==> config.mk <==
export PLATFORM = sky130hd
export DESIGN_NAME = wave_display_pipe
export DESIGN_NICKNAME = d
export VERILOG_FILES = /design/src/rtl/wave_display_pipe.sv
export SDC_FILE = /design/constraint.sdc
export NUM_CORES = 1
export LEC_CHECK = 0
export BUFFER_PORTS_ARGS = -buffer_cell sky130_fd_sc_hd__clkbuf_2
export CAP_MARGIN = 20
export CORE_MARGIN = 3
export CORE_UTILIZATION = 32
export CTS_CLUSTER_SIZE = 16
export DETAILED_ROUTE_END_ITERATION = 8
export REMOVE_ABC_BUFFERS = 1
export SETUP_SLACK_MARGIN = 0.2
export SKIP_CTS_REPAIR_TIMING = 1
export SYNTH_ARGS = -nofsm -noshare
export SYNTH_HDL_FRONTEND = slang
export SYNTH_SLANG_ARGS = --single-unit
==> constraint.sdc <==
create_clock -name clk -period 4.3 [get_ports clk]
set_clock_uncertainty 0.1 [all_clocks]
set_input_delay 0.43 -clock clk [delete_from_list [all_inputs] [get_ports clk]]
set_output_delay 0.43 -clock clk [all_outputs]
set_load 0.05 [all_outputs]
==> src/rtl/wave_display_pipe.sv <==
// Waveform display pipeline.
// Turns a VGA pixel stream (x, y, valid) into a trace of samples held in a
// double-buffered waveform RAM. Each RAM sample covers 2^PIX_SHIFT columns of
// the plot region. The pixel coordinates are delayed to line up with the RAM
// read data, and the trace is drawn either as connected vertical spans
// (line mode) or as single dots (dot mode).
// Optional graticule: define WAVE_DISPLAY_GRID_EN to draw a 64-pixel grid;
// when it is undefined the grid output is tied low.
module wave_display_pipe #(
  parameter  int SAMPLE_W    = 8,
  parameter  int RAM_LATENCY = 1,
  parameter  int X_MIN       = 256,
  parameter  int X_SPAN_LOG2 = 9,
  parameter  int PIX_SHIFT   = 1,
  parameter  int Y_OFFSET    = 32,
  localparam int ADDR_W      = 1 + X_SPAN_LOG2 - PIX_SHIFT
) (
  input  logic                clk,
  input  logic                reset,
  input  logic [10:0]         x,
  input  logic [9:0]          y,
  input  logic                valid,
  input  logic                read_index,
  input  logic                freeze,
  input  logic                mode,
  input  logic [SAMPLE_W-1:0] read_value,
  output logic [ADDR_W-1:0]   read_address,
  output logic                valid_pixel,
  output logic                display,
  output logic                grid,
  output logic                active_bank
);

  localparam int          COL_W   = ADDR_W - 1;
  localparam int          CMP_W   = (SAMPLE_W > 8) ? SAMPLE_W : 8;
  localparam logic [10:0] X_FIRST = 11'(X_MIN);
  localparam logic [11:0] X_LAST  = 12'(X_MIN + (1 << X_SPAN_LOG2) - 1);

  // Bank selection and address generation
  logic             bank_q;
  logic [10:0]      x_rel;
  logic [COL_W-1:0] col_idx;

  // Delay line aligning pixel coordinates with RAM data
  logic [10:0]       x_pipe    [RAM_LATENCY];
  logic [9:0]        y_pipe    [RAM_LATENCY];
  logic              valid_pipe[RAM_LATENCY];
  logic [ADDR_W-1:0] addr_pipe [RAM_LATENCY];

  logic [10:0]       x_d;
  logic [9:0]        y_d;
  logic              valid_d;
  logic [ADDR_W-1:0] addr_d;
  logic [ADDR_W-1:0] addr_d_last;

  // Sample scaling and trace comparison
  logic [SAMPLE_W-1:0] s;
  logic [SAMPLE_W-1:0] prev;
  logic [SAMPLE_W-1:0] prev_eff;
  logic                first_col;
  logic                col_changed;
  logic [CMP_W-1:0]    row_c;
  logic [CMP_W-1:0]    s_c;
  logic [CMP_W-1:0]    prev_c;
  logic [CMP_W-1:0]    span_lo;
  logic [CMP_W-1:0]    span_hi;
  logic                in_region;
  logic                hit;

  // Output registers
  logic valid_pixel_q;
  logic display_q;

  // Column index relative to the plot origin, truncated to one RAM half
  always_comb begin
    x_rel        = x - X_FIRST;
    col_idx      = COL_W'(x_rel >> PIX_SHIFT);
    read_address = {bank_q, col_idx};
  end

  // Bank register: only switches on the first visible pixel of a frame, and
  // never while freeze is held, so a frame is always drawn from one half
  always_ff @(posedge clk) begin
    if (reset) begin
      bank_q <= 1'b0;
    end else if (valid && (x == 11'd0) && (y == 10'd0) && !freeze) begin
      bank_q <= read_index;
    end
  end

  // Shift registers matching the RAM read latency
  always_ff @(posedge clk) begin
    if (reset) begin
      for (int i = 0; i < RAM_LATENCY; i++) begin
        x_pipe[i]     <= '0;
        y_pipe[i]     <= '0;
        valid_pipe[i] <= 1'b0;
        addr_pipe[i]  <= '0;
      end
    end else begin
      x_pipe[0]     <= x;
      y_pipe[0]     <= y;
      valid_pipe[0] <= valid;
      addr_pipe[0]  <= read_address;
      for (int i = 1; i < RAM_LATENCY; i++) begin
        x_pipe[i]     <= x_pipe[i-1];
        y_pipe[i]     <= y_pipe[i-1];
        valid_pipe[i] <= valid_pipe[i-1];
        addr_pipe[i]  <= addr_pipe[i-1];
      end
    end
  end

  assign x_d     = x_pipe[RAM_LATENCY-1];
  assign y_d     = y_pipe[RAM_LATENCY-1];
  assign valid_d = valid_pipe[RAM_LATENCY-1];
  assign addr_d  = addr_pipe[RAM_LATENCY-1];

  // Scale the sample, detect column boundaries and decide whether this pixel
  // falls on the trace. On the first column of a line the previous-sample
  // register still holds the previous line's last value, so the current
  // sample is used in its place to avoid a spurious vertical streak.
  always_comb begin
    s           = (read_value >> 1) + SAMPLE_W'(Y_OFFSET);
    first_col   = valid_d && (x_d == X_FIRST);
    col_changed = (addr_d != addr_d_last);
    prev_eff    = first_col ? s : prev;

    row_c  = CMP_W'(y_d[8:1]);
    s_c    = CMP_W'(s);
    prev_c = CMP_W'(prev_eff);

    if (prev_c < s_c) begin
      span_lo = prev_c;
      span_hi = s_c;
    end else begin
      span_lo = s_c;
      span_hi = prev_c;
    end

    in_region = valid_d && (y_d < 10'd512) &&
                (x_d >= X_FIRST) && ({1'b0, x_d} <= X_LAST);

    if (mode) begin
      hit = (row_c == s_c);
    end else begin
      hit = (row_c >= span_lo) && (row_c <= span_hi);
    end
  end

  // Previous-column sample: captured whenever the aligned address moves on
  always_ff @(posedge clk) begin
    if (reset) begin
      prev        <= '0;
      addr_d_last <= '0;
    end else begin
      addr_d_last <= addr_d;
      if (col_changed || first_col) begin
        prev <= s;
      end
    end
  end

  // Registered pixel outputs, one cycle after alignment with RAM data
  always_ff @(posedge clk) begin
    if (reset) begin
      valid_pixel_q <= 1'b0;
      display_q     <= 1'b0;
    end else begin
      valid_pixel_q <= in_region;
      display_q     <= hit && in_region;
    end
  end

  assign valid_pixel = valid_pixel_q;
  assign display     = display_q;
  assign active_bank = bank_q;

`ifdef WAVE_DISPLAY_GRID_EN
  logic [5:0] grid_x_off;
  logic       on_grid;
  logic       grid_q;

  // Graticule lines every 64 pixels, measured from the plot origin in x
  always_comb begin
    grid_x_off = x_d[5:0] - X_FIRST[5:0];
    on_grid    = (grid_x_off == 6'd0) || (y_d[5:0] == 6'd0);
  end

  // Graticule output register, same latency as the trace
  always_ff @(posedge clk) begin
    if (reset) begin
      grid_q <= 1'b0;
    end else begin
      grid_q <= in_region && on_grid;
    end
  end

  assign grid = grid_q;
`else
  assign grid = 1'b0;
`endif

endmodule
==> run summary <==
Clock network fraction of total power = 32.7%
CTS tree = done
Root buf cell = clkbuf_8
Seq pwr share = 44.5%
Leading cell types in the layout, fill and taps excluded = 45 x clkbuf_2, 41 x dfxtp_1, 32 x nor2b_1, 24 x ha_1, 22 x mux2i_1
Largest net degree at the start of global routing = 43
Hold WC Path Type = in -> reg
Met1 wire length = 2.43 mm
Total GRT Usage = 11.8%
Core area = 7330 um^2
Internal power = 0.000696 W
Post-Syn Area per Cell = 9.73 um^2
Met2 WL post-DR = 2.12 mm
Outcome = completed
Clk buf depth = 2
Hold Vio Cnt, Final = 0
Worst Max-Slew Pin Slew = 0.865 ns
Worst ir drop on vdd = 0.000179 V
First-pass DRT Iterations = 4
CP Class = reg -> reg
Switching share of power = 28.9%
Final min period = 3.89 ns
Global-route wire length before repair = 8.05 mm
Most common cell after layout, fill and taps aside = clkbuf_2
CP arrival = 4.03 ns
CP endpoint kind = flip-flop
Vias = 1792
Post-synth EDFFs = 0
Post-route ant nets = 0
Row cnt = 31
Worst-path fanout max = 8
DR WL met3 = 215 um
Unrepaired setup endpoints after global routing = no
Detailed placement HPWL = 3.80 mm
Non-filler instance count after layout = 392
Initial Util = 33.2%
Die Span Y = 93.2 um
Residual DRC = 0
Maxcap violations = 0
Max_slew headroom = 42.3%
Total number of yosys warnings = 0
Vias in the first global route = 1746
Placer congestion estimate = 0.815
Max Clk Rate = 257 MHz
Nets = 351
Switching power = 0.000283 W
Mapped cell area = 2430 um^2
Port bufs = 45
Power Density = 343 nW/um^2
Aggregate negative setup slack = 0 ns
DIE WIDTH = 93.2 um
Num CTS Buffers = 5
Combinational share of power = 22.8%
P&R area growth vs syn = 17.4%
CTS clk-pin slew, worst paths = 0.09 ns
Via density = 4.57
Clock insertion delay at the later pin of the skew report = 0.29 ns
Seq/Total Area, Yosys = 35.4%
Ports = 48
Grt ovf = 0
Worst setup SP type = flip-flop
H-tree depth = 2
Initial antenna violation count = 0
Static leakage = 1.38 nW
Layout cells sized above 1 = 24.2%
CTS sink cnt = 43
Slew Limit Fails = 0
Synth Flop Type = dfxtp_1
WL final = 4.84 mm
Mapped Cells = 250
Final setup vio count = 0
Async set-or-reset flop fraction in the synthesized netlist = 0%
Top Metal Used = met4
Full die area = 8680 um^2
Antenna Cells = 0
Inst Count DP = 381
Synth unique cells = 40
Drt wl/cell = 12.3 um
Flops & latches, synth = 43
Crit path required time = 4.44 ns
Final period utilization = 90.4%
DRT iter0 DRCs = 37
## metrics by stage
| stage | power [W] | hold WS (ns) | worst slack [ns] | utilization (%) | area (um^2) |
|---|---|---|---|---|---|
| floorplan | 0.000581 | 0.302 | 0.433 | - | 2330 |
| global placement | 0.000654 | 0.352 | 0.295 | 36.8 | 2700 |
| detailed placement | 0.000660 | 0.353 | 0.293 | 36.8 | 2700 |
| CTS | 0.000978 | 0.206 | 0.276 | 38.4 | 2810 |
| global route | 0.00103 | 0.216 | 0.202 | 39.0 | 2860 |
| finish | 0.000979 | 0.216 | 0.411 | 39.0 | 2860 |
## power groups by stage
stage                     Combinational [W]  Sequential (W)  Clock (W)
final                              0.000223        0.000436   0.000320
after global routing               0.000251        0.000439   0.000340
after CTS                          0.000215        0.000436   0.000327
after detailed placement           0.000214        0.000445          0
after global placement             0.000209        0.000445          0
after floorplan                    0.000140        0.000441          0
## worst paths after layout
check	start	to	slack (ns)	depth (start not counted)
worst max-delay path	addr_pipe[0][5]	display	0.41	16
worst min-delay path	x[8]	addr_pipe[0][7]	0.22	2
worst max register to register	addr_pipe[0][5]	display	0.41	16
worst min register to register	y_pipe[0][9]	valid_pixel	0.35	1
## flip-flops by register name, summed over array words and instances, names as in the netlist
name and flops:
prev 8, addr_d_last 9, addr_pipe 9, valid_pixel 1
display 1, y_pipe 9, valid_pipe 1, active_bank 1
x_pipe 4
## Yosys cell counts (2+ instances only)
master	count	area, um^2
dfxtp_1	43	861
a21oi_1	8	40.0
xor2_1	11	96.3
nor3_1	2	10.0
inv_1	10	37.5
o21ai_1	11	55.1
nor4_4	2	42.5
nor2b_1	32	200
buf_4	9	67.6
xnor2_1	7	61.3
ha_1	24	300
a211oi_1	2	15.0
nand2b_1	3	18.8
clkbuf_1	5	18.8
nor4_1	6	37.5
nand4_1	7	43.8
nor2_1	13	48.8
o21a_1	2	15.0
mux2i_1	22	220
nand2_1	11	41.3
## critical path: stages, from the launching register on
cell      delay, ns
dfxtp_1        0.36
nor4_4         0.33
nand3_4        0.16
nand2_1        0.09
o21ai_1        0.06
ha_1           0.29
and3_1         0.21
a221oi_2       0.26
a21oi_2        0.12
o21ai_4        0.17
buf_12         0.14
mux2_1         0.32
ha_1           0.27
nand4_1        0.12
o21a_1         0.18
or4_1          0.50
o21ai_1        0.12
## layer usage
layer,track usage [%],up-vias
met5,0,-
li1,-,949
met4,4.40,0
met2,18.3,36
met1,16.0,802
met3,2.65,5
## cell type report
class	instances	area [um^2]
clock buffers	5	68.8
clock inverters	3	43.8
fillers	756	4470
inverters	10	37.5
multi-input cells	182	1440
flip-flops and latches	43	863
well taps	99	124
repair buffers	50	275
## kinds of logic (layout without fill, tap and decap cells)
family,count (synthesis),count (layout),synth area share (%)
fa+ha+maj,24,24,12.3
buf+inv,25,68,5.56
compound gates,31,31,8.33
xor+xnor,18,18,6.48
simple gates,84,84,21.6
mux,24,24,10.1
flops,43,43,35.4
other cells,1,1,0.154
Note: power is estimated with default switching activity, not from simulation.
